`config.mk`:
```
export PLATFORM = sky130hd
export DESIGN_NAME = axis_uart_tx_arbiter
export DESIGN_NICKNAME = d
export VERILOG_FILES = /design/src/rtl/axis_uart_tx_arbiter.sv
export SDC_FILE = /design/constraint.sdc
export NUM_CORES = 1
export LEC_CHECK = 0
export CELL_PAD_IN_SITES_DETAIL_PLACEMENT = 0
export CELL_PAD_IN_SITES_GLOBAL_PLACEMENT = 1
export CORE_MARGIN = 2
export CORE_UTILIZATION = 34
export DETAILED_ROUTE_END_ITERATION = 16
export GPL_TIMING_DRIVEN = 1
export PLACE_DENSITY_LB_ADDON = 0.15
export SYNTH_ARGS = -nofsm -noshare
export SYNTH_HDL_FRONTEND = slang
export SYNTH_SLANG_ARGS = --single-unit
```
`constraint.sdc`:
```
create_clock -name clk -period 4.5 [get_ports clk]
set_input_delay 0.9 -clock clk [delete_from_list [all_inputs] [get_ports clk]]
set_output_delay 0.9 -clock clk [all_outputs]
set_load 0.02 [all_outputs]
```
`src/rtl/axis_uart_tx_arbiter.sv`:
```
// axis_uart_tx_arbiter: round-robin, packet-locked arbiter sharing one AXIS stream among NUM_SRC sources,
// with an optional source-ID header beat and forced termination after MAX_BEATS payload beats.
module axis_uart_tx_arbiter #(
   parameter int NUM_SRC = 4,
   parameter int WIDTH = 8,
   parameter bit HDR_EN = 1'b1,
   parameter logic [WIDTH-1:0] HDR_BASE = WIDTH'('hA0),
   parameter int MAX_BEATS = 16
) (
   input  logic                         clk,
   input  logic                         rst,
   input  logic [NUM_SRC*WIDTH-1:0]     s_axis_data,
   input  logic [NUM_SRC-1:0]           s_axis_valid,
   input  logic [NUM_SRC-1:0]           s_axis_last,
   output logic [NUM_SRC-1:0]           s_axis_ready,
   output logic [WIDTH-1:0]             m_axis_data,
   output logic                         m_axis_valid,
   output logic                         m_axis_last,
   input  logic                         m_axis_ready,
   output logic [$clog2(NUM_SRC)-1:0]   grant_id,
   output logic                         busy,
   output logic                         timeout_err
);
   localparam int IW = $clog2(NUM_SRC);
   localparam int CW = $clog2(MAX_BEATS + 1);
   typedef enum logic [1:0] {IDLE, HDR, PASS} state_t;
   state_t state, state_n;
   logic [IW-1:0] rr_ptr, pick;
   logic [CW-1:0] beat_cnt;
   logic any, free, hs, load, load_last, at_max, tmo;
   logic [WIDTH-1:0] load_data, src_data;
   assign free = !m_axis_valid || m_axis_ready;
   assign busy = state != IDLE;
   assign at_max = beat_cnt == CW'(MAX_BEATS - 1);
   assign src_data = s_axis_data[int'(grant_id)*WIDTH +: WIDTH];
   // Scan from the farthest offset down so the nearest requester after rr_ptr wins.
   always_comb begin
      pick = rr_ptr;
      any = 1'b0;
      for (int k = NUM_SRC; k >= 1; k--)
         if (s_axis_valid[(int'(rr_ptr) + k) % NUM_SRC]) begin
            pick = IW'((int'(rr_ptr) + k) % NUM_SRC);
            any = 1'b1;
         end
   end
   always_comb begin
      state_n = state;
      s_axis_ready = '0;
      hs = 1'b0;
      load = 1'b0;
      load_data = src_data;
      load_last = 1'b0;
      tmo = 1'b0;
      case (state)
         IDLE: if (any) state_n = HDR_EN ? HDR : PASS;
         HDR: if (free) begin
            load = 1'b1;
            load_data = HDR_BASE + WIDTH'(grant_id);
            state_n = PASS;
         end
         PASS: begin
            s_axis_ready[grant_id] = free;
            hs = free && s_axis_valid[grant_id];
            load = hs;
            load_last = s_axis_last[grant_id] || at_max;
            tmo = hs && at_max && !s_axis_last[grant_id];
            if (hs && load_last) state_n = IDLE;
         end
         default: state_n = IDLE;
      endcase
   end
   always_ff @(posedge clk or posedge rst)
      if (rst) begin
         state <= IDLE;
         rr_ptr <= IW'(NUM_SRC - 1);
         grant_id <= '0;
         beat_cnt <= '0;
         m_axis_data <= '0;
         m_axis_valid <= 1'b0;
         m_axis_last <= 1'b0;
         timeout_err <= 1'b0;
      end else begin
         state <= state_n;
         timeout_err <= tmo;
         if (state == IDLE && any) begin
            grant_id <= pick;
            rr_ptr <= pick;
            beat_cnt <= '0;
         end else if (hs && beat_cnt != CW'(MAX_BEATS))
            beat_cnt <= beat_cnt + CW'(1);
         if (load) begin
            m_axis_data <= load_data;
            m_axis_last <= load_last;
            m_axis_valid <= 1'b1;
         end else if (m_axis_ready)
            m_axis_valid <= 1'b0;
      end
endmodule

```
# Word-level counts from Yosys, hierarchy flattened
# Cells that the tools add are included.
# totals
mem_bits_rw	0
output_inout_bits	18
latchBits	0
rom_bits	0
reg_bits	22
mem_count	0
in_bits	43
# classes
magnitude_cmp	6
n_eq_ne	7
bitwise_logic	5
n_div	0
n_mux	42
multipliers	0
reduce_logical	20
shift	1
addsub	6
# ops
op	n
variable part select 32 x 6 -> 8 bit	1
2-to-1 mux 1 bit	21
less-than comparator 3 x 4 -> 1 bit (second input constant)	4
2-to-1 mux 8 bit	2
2-to-1 mux 2 bit	7
binary-select mux 1 bit (select 2 bit)	6
2-to-1 mux 5 bit	2
adder 8 x 2 -> 8 bit (first input constant)	1
OR reduction 2 bit	4
logical AND 1 bit	7
!= test 2 bit (second input constant)	3
one-hot mux 2 bit (3 select lines)	1
nonzero test 2 bit	3
adder 5 x 1 -> 5 bit (second input constant)	1
== test 5 x 4 -> 1 bit (second input constant)	1
!= test 5 bit (second input constant)	1
adder 2 x 1 -> 2 bit (second input constant)	2
adder 2 bit (second input constant)	2
AND 1 bit (first input constant)	4
AND 4 bit	1
2-to-1 mux 4 bit	1
less-than comparator 2 x 3 -> 1 bit (second input constant)	1
AND reduction 3 bit	1
demux 1 bit (select 2 bit)	1
other kinds (7)	9

# Logic depth before layout (Yosys ltp)
# Gate-level depths: netlist of run 1.
# depth
ltp_word	12
depth_mapped	8
depth_no_buf	8

# Worst setup path before layout of run 1
# No wires, ideal clock.
# synth_timing
kind	input-to-output
from	input m_axis_ready
to	output s_axis_ready[0]
t_arrival_ps	1614
path_stages	3
setup_slack_ps	1986
path_buffers	0
required_time_ps	3600
path_cell_list	nand2b_1 nand2_1 nor3_1
# synth_via
elab_chain_len	3
# synth_lines
item	line_no	rtl
from (decl)	19	input logic m_axis_ready,
logical OR 1 bit	32	assign free = !m_axis_valid || m_axis_ready;
AND 4 bit (no line)	n/a	
2-to-1 mux 4 bit	54	case (state)
to (decl)	15	output logic [NUM_SRC-1:0] s_axis_ready,
# No other way between the ends.

# Final worst setup path of run 1
# layout_timing
from	input m_axis_ready
to	output s_axis_ready[3]
# The elaborated chain is that of the path after synthesis.

==> out/metrics.csv, run 1 <==
stage,metric,value,unit
sta,Slew @ Worst Pin,858,ps
place,DP Area,0.00211,sq mm
drt,DRT Wirelength,4.01,mm
layout,n_diodes,0,
synth,"EDFF count, synth",0,
worst_hold_path,Worst Hold Class,register to register,
cts,clock buffer count from CTS,3,
pwr,pwr/cell area,551,mW/mm^2
critical_path,R2R depth,4,
floorplan,Die Ht,70.0,um
synth,Synth top area share,0.338,
sta,Final Max Tran Viols,0,
place,I/O Buffers,60,
floorplan,core area,0.00426,sq mm
sta,fmax,0.289,GHz
pwr,worst ir drop on vdd,417,uV
synth,#FFs+latches synth,22,
global_route,largest net degree at the start of global routing,23,
sta,Final setup viols,0,
critical_path,Critical Path RT,3600,ps
synth,top post-synthesis cells by count,"dfrtp_1 (20), inv_1 (13), nand2_1 (11), nor2_1 (11)",
floorplan,DIE WIDTH,70.0,um
critical_path,Worst Setup End Kind,output port,
synth,netlist area before placement,0.00148,sq mm
sta,Max-slew headroom,0.428,
synth,most frequent cell after synthesis,dfrtp_1,
global_route,vias in the first global route,1398,
floorplan,Ports,61,
drt,DRT Pass-1 Iters,4,
drt,WL/cell,15.6,um
drt,Vias,1319,
synth,Async SR Flop Fraction,1.00,
drt,Final ANT Viol Nets,0,
global_route,initial antenna violation count,0,
global_route,total gr overflow,0,
place,DPL Wire Length,3.13,mm
pwr,Leakage,0.926,nW
sta,Clock Skews,11.0,ps
place,post-place setup slack,1050,ps
cts,worst skew pair latency,270,ps
floorplan,Initial Utilization,0.347,
run,Max Cap Violations,0,
cts,H-tree depth,1,
synth,Gate Count Post-Synth,146,
sta,Final min period,3460,ps
cts,CTS tree,done,
cts,# resized after CTS,0,
synth,Post-synth top flop,dfrtp_1,
drt,DR iter-0 viols,45,
synth,largest area contributor in the netlist,dfrtp_1,
sta,Final Hold Vio Count,0,
critical_path,FF-to-FF End,m_axis_data[5],
sta,fin crit share,0.768,
critical_path,worst-path fanout max,7,
synth,syn_area_per_cell,10.1,sq um
sta,Hold WS,484,ps
cts,Post-CTS Setup Bufs,0,
global_route,GRT Util Overall,0.177,
floorplan,area of the die,0.00490,sq mm
layout,"Non-Filler Cell Area, Final",0.00219,sq mm
sta,final worst setup slack,1040,ps
critical_path,Worst setup endpoint,s_axis_ready[3],
cts,cts hold-fix bufs,0,
critical_path,arrival time of the worst setup path,2560,ps
layout,share of cells above drive strength 1,0.112,
critical_path,CP startpoint,m_axis_ready,
critical_path,startpoint types,input pin,
drt,Via density,5.13,
cts,Clock transition at path regs,90,ps
critical_path,WS Path Type,input pin to output port,
cts,Clk Tree Root Cell,clkbuf_8,
place,GPL Wtd Cong,0.811,
synth,register area share after synthesis,0.373,
layout,P&R area growth vs syn,47.6,%
sta,setup TNS,0,ps
synth,Yosys cell types,40,
global_route,GR met2 Demand/Resource,0.303,
floorplan,Rows,24,
critical_path,Reg2Reg Launch Point,grant_id[1],
sta,RSZ-0062 raised after global routing,no,
synth,Syn. warnings,0,
critical_path,slack of the worst reg-to-reg path,2250,ps
global_route,GR Util met1,0.239,
cts,CTS max path bufs,2,
drt,drt drc,0,
layout,Final nets,256,
status,status,completed,
synth,ranking of synthesized cells by area,"dfrtp_1 (34%), mux4_2 (14%), ha_1 (5.9%), dfstp_2 (3.5%), inv_1 (3.3%)",
global_route,GRT Max-Usage Layer,met2,
cts,clock sink count,22,
global_route,grt met3 use,0.0332,
global_route,first-pass GRT wire length,6.96,mm
synth,Mapped Nets,196,
==> logic make-up (layout without fill, tap and decap cells) <==
kind of cell	Yosys count	in the layout	share of synthesized area
simple gates	45	45	0.146
compound gates	36	36	0.170
flops	22	22	0.373
buf+inv	19	78	0.0600
mux	15	15	0.180
fa+ha+maj	7	7	0.0591
xor+xnor	2	2	0.0118
==> how the worst min path moves through the flow <==
stage,from,end,cells past startpoint
finish,m_axis_data[6],m_axis_data[6],2
global route,m_axis_data[6],m_axis_data[6],2
CTS,m_axis_data[6],m_axis_data[6],2
detailed placement,m_axis_data[6],m_axis_data[6],2
global placement,m_axis_last,m_axis_last,2
floorplan,state[1],state[1],1
==> registers in the layout (all words and copies together) (netlist names) <==
| register | count |
|---|---|
| beat_cnt | 5 |
| grant_id | 2 |
| m_axis_data | 8 |
| m_axis_last | 1 |
| m_axis_valid | 1 |
| rr_ptr | 2 |
| state | 2 |
| timeout_err | 1 |
==> critical path, cell delays in order <==
cell	delay, ps
clkdlybuf4s50_1	470
nand2b_1	260
nand3_1	140
nor2_1	160
clkdlybuf4s50_1	630
==> final cells by class <==
class | instances | area, sq um
fillers | 411 | 2080
multi-input cells | 105 | 840
repair buffers | 61 | 608
flip-flops and latches | 22 | 553
well taps | 52 | 65.1
inverters | 13 | 48.8
clock buffers | 3 | 41.3
clock inverters | 1 | 30.0
==> power by group <==
group	switching, mW	internal (mW)	leakage, nW	total, mW
logic	0.340	0.335	0.617	0.675
registers	0.0738	0.267	0.273	0.341
clock network	0.0702	0.119	0.0357	0.189
==> cells in the final DEF (no fill, tap or decap), drive strengths merged <==
master / count
o31a: 1
nand4: 1
o21ai: 11
mux2: 3
buf: 1
dfrtp: 20
nor3: 5
o21a: 1
nor2: 11
and3: 4
inv: 13
a21o: 2
o22a: 2
a41o: 1
nor4: 1
o22ai: 2
nor2b: 4
a221oi: 1
clkbuf: 3
clkdlybuf4s50: 60
o31ai: 1
nand3: 3
a21oi: 7
a22oi: 1
nand2b: 4
nand2: 11
xnor2: 1
a22o: 2
ha: 7
dfstp: 2
mux2i: 3
a211oi: 2
xor2: 1
mux4: 9
bufinv: 1
a31oi: 1
a221o: 1
and2: 1
==> metrics by stage <==
stage / util / total power, mW / cells
3_3_place_gp: 0.496 / 1.01 / 253
3_5_place_dp: 0.496 / 1.03 / 253
4_1_cts: 0.513 / 1.22 / 257
6_report: 0.513 / 1.21 / 257
2_1_floorplan: - / 0.809 / 146
5_1_grt: 0.513 / 1.30 / 257
==> metal layers <==
metal / up-vias / share of wire
met5: - / 0
met4: 0 / 0.0047
met3: 2 / 0.029
met2: 20 / 0.51
met1: 649 / 0.45
li1: 648 / -
Note: power is estimated with default switching activity, not from simulation.
==> inputs of run 2 (changes only) <==
Settings changed: CORE_UTILIZATION 34 to 32.
Clock period 4.5 ns to 3.2 ns, I/O delays scaled along.
==> run 2 against run 1 <==
  * Register-to-register slack got worse by 1300 ps
  * Sequential cell count did not move
  * Wire length rose by 3.1%
  * Combinational power rose by 41%
  * First-iteration DRC count fell by 2.2%
  * Clock-buffer cell count rose by 1
  * Worst hold slack improved by 0.73 ps
  * Clock skew fell by 9.8 ps
  * Critical endpoint is now s_axis_ready[1]
==> out/metrics.csv, run 2 (synthesized netlist as in run 1, its figures left out) <==
stage,metric,value,unit,change
global_route,initial antenna violation count,0,,unchanged
sta,fmax,0.341,GHz,
drt,WL/cell,16.0,um,was 15.6 um
place,GPL Wtd Cong,0.817,,was 0.811
floorplan,Ports,61,,unchanged
critical_path,CP startpoint,m_axis_ready,,unchanged
cts,clock sink count,22,,unchanged
sta,setup TNS,0,ps,unchanged
layout,"Non-Filler Cell Area, Final",0.00217,sq mm,was 0.00219 sq mm
sta,Final min period,2940,ps,
cts,Clk Tree Root Cell,clkbuf_8,,unchanged
sta,Final Max Tran Viols,0,,unchanged
pwr,Sequential Power Share,0.301,,was 0.283
layout,Final nets,257,,was 256
layout,Filler cells,413,,was 411
layout,Largest regs,"m_axis_data (8), beat_cnt (5)",,unchanged
run,Max Cap Violations,0,,unchanged
place,I/O Buffers,60,,unchanged
layout,"most common cell after layout, fill and taps aside",clkdlybuf4s50_1,,unchanged
sta,Final setup viols,0,,unchanged
pwr,clock power share,0.110,,was 0.157
pwr,Leakage,0.918,nW,was 0.926 nW
drt,DR iter-0 viols,44,,was 45
sta,Hold WS,485,ps,was 484 ps
drt,DRT Pass-1 Iters,3,,was 4
place,post-place setup slack,273,ps,was 1050 ps
cts,CTS tree,done,,unchanged
sta,Final Hold Vio Count,0,,unchanged
cts,CTS max path bufs,2,,unchanged
sta,Clock Skews,1.25,ps,was 11.0 ps
drt,Via density,5.19,,was 5.13
critical_path,slack of the worst reg-to-reg path,920,ps,was 2250 ps
drt,drt drc,0,,unchanged
critical_path,Reg2Reg Launch Point,grant_id[0],,was grant_id[1]
drt,Final ANT Viol Nets,0,,unchanged
critical_path,arrival time of the worst setup path,2300,ps,was 2560 ps
critical_path,worst-path fanout max,7,,unchanged
drt,met3 routed WL,219,um,was 118 um
layout,"Most flops, register",m_axis_data,,unchanged
floorplan,Rows,24,,unchanged
cts,Post-CTS Setup Bufs,0,,unchanged
sta,fin crit share,0.918,,
critical_path,WS Path Type,input pin to output port,,unchanged
sta,Slew @ Worst Pin,856,ps,was 858 ps
pwr,worst ir drop on vdd,455,uV,was 417 uV
floorplan,DIE WIDTH,72.0,um,was 70.0 um
pwr,Total Power,1.62,mW,was 1.21 mW
cts,Clock transition at path regs,80,ps,was 90 ps
global_route,largest net degree at the start of global routing,23,,unchanged
critical_path,Worst setup endpoint,s_axis_ready[1],,was s_axis_ready[3]
layout,Final Non-Filler Cells,258,,was 257
drt,met2 routed WL,2.14,mm,was 2.06 mm
cts,clock buffer count from CTS,3,,unchanged
cts,H-tree depth,1,,unchanged
floorplan,Initial Utilization,0.336,,was 0.347
place,DP Area,0.00212,sq mm,was 0.00211 sq mm
critical_path,R2R depth,5,,was 4
layout,n_diodes,0,,unchanged
global_route,vias in the first global route,1359,,was 1398
floorplan,area of the die,0.00519,sq mm,was 0.00490 sq mm
place,DPL Wire Length,3.29,mm,was 3.13 mm
drt,DRT Wirelength,4.13,mm,was 4.01 mm
pwr,Internal,941,uW,was 721 uW
drt,M1 WL,1.75,mm,was 1.80 mm
layout,most frequent cells in the layout,"clkdlybuf4s50_1 (60), dfrtp_1 (20), inv_1 (13), nand2_1 (11), nor2_1 (11)",,unchanged
cts,# resized after CTS,0,,unchanged
pwr,pwr/cell area,747,mW/mm^2,was 551 mW/mm^2
cts,cts hold-fix bufs,0,,unchanged
critical_path,Worst Setup End Kind,output port,,unchanged
critical_path,Critical Path RT,2560,ps,was 3600 ps
global_route,GRT Util Overall,0.169,,was 0.177
pwr,Switch Pwr,677,uW,was 484 uW
layout,share of cells above drive strength 1,0.112,,about the same
floorplan,core area,0.00441,sq mm,was 0.00426 sq mm
pwr,Comb power frac,0.589,,was 0.560
critical_path,startpoint types,input pin,,unchanged
sta,RSZ-0062 raised after global routing,no,,unchanged
sta,Max-slew headroom,0.429,,was 0.428
floorplan,Die Ht,72.0,um,was 70.0 um
drt,top sig layer,met4,,unchanged
critical_path,FF-to-FF End,m_axis_data[2],,was m_axis_data[5]
pwr,Sw Ratio,0.418,,was 0.402
layout,max FFs per register,8,,unchanged
layout,Final Core Density,0.491,,was 0.513
cts,worst skew pair latency,260,ps,was 270 ps
global_route,first-pass GRT wire length,6.78,mm,was 6.96 mm
global_route,total gr overflow,0,,unchanged
sta,final worst setup slack,264,ps,was 1040 ps
status,status,completed,,unchanged
worst_hold_path,Worst Hold Class,register to register,,unchanged
place,dpl cells,254,,was 253
layout,P&R area growth vs syn,46.3,%,was 47.6%
drt,Vias,1339,,was 1319
run 2: worst min-delay path by stage:
stage | to | cells after the start | startpoint | slack, ps
finish | m_axis_data[6] | 2 | m_axis_data[6] | 490
global placement | m_axis_data[3] | 2 | m_axis_data[3] | 470
CTS | m_axis_data[6] | 2 | m_axis_data[6] | 490
detailed placement | m_axis_data[6] | 2 | m_axis_data[6] | 470
global route | m_axis_data[6] | 2 | m_axis_data[6] | 510
floorplan | state[1] | 1 | state[1] | 510
run 2: layout make-up:
type	instances	area, sq um	share of cell area
sequential	22	553	0.255
clock buffer	4	45.0	0.0208
tap	52	65.1	0.0300
inverter	13	48.8	0.0225
multi-input combinational	105	840	0.387
timing repair buffer	62	616	0.284
run 2: power by group through the flow:
stage               Combinational (mW)  Sequential, mW  Clock [mW]
floorplan                        0.647           0.491           0
global placement                 0.947           0.487           0
detailed placement               0.959           0.495           0
CTS                              0.968           0.489       0.183
global route                      1.06           0.509       0.196
finish                           0.954           0.487       0.178
run 2: critical path: stages:
cell,delay (ps)
clkdlybuf4s50_1,480
nand2b_1,250
nand2_1,110
nor3_1,170
clkdlybuf4s50_1,640
run 2: routing by layer:
layer  vias up  GRT usage
met4         0     0.0440
met1       652      0.213
met2        34      0.303
met3         2     0.0264
li1        651          -
met5         -          0
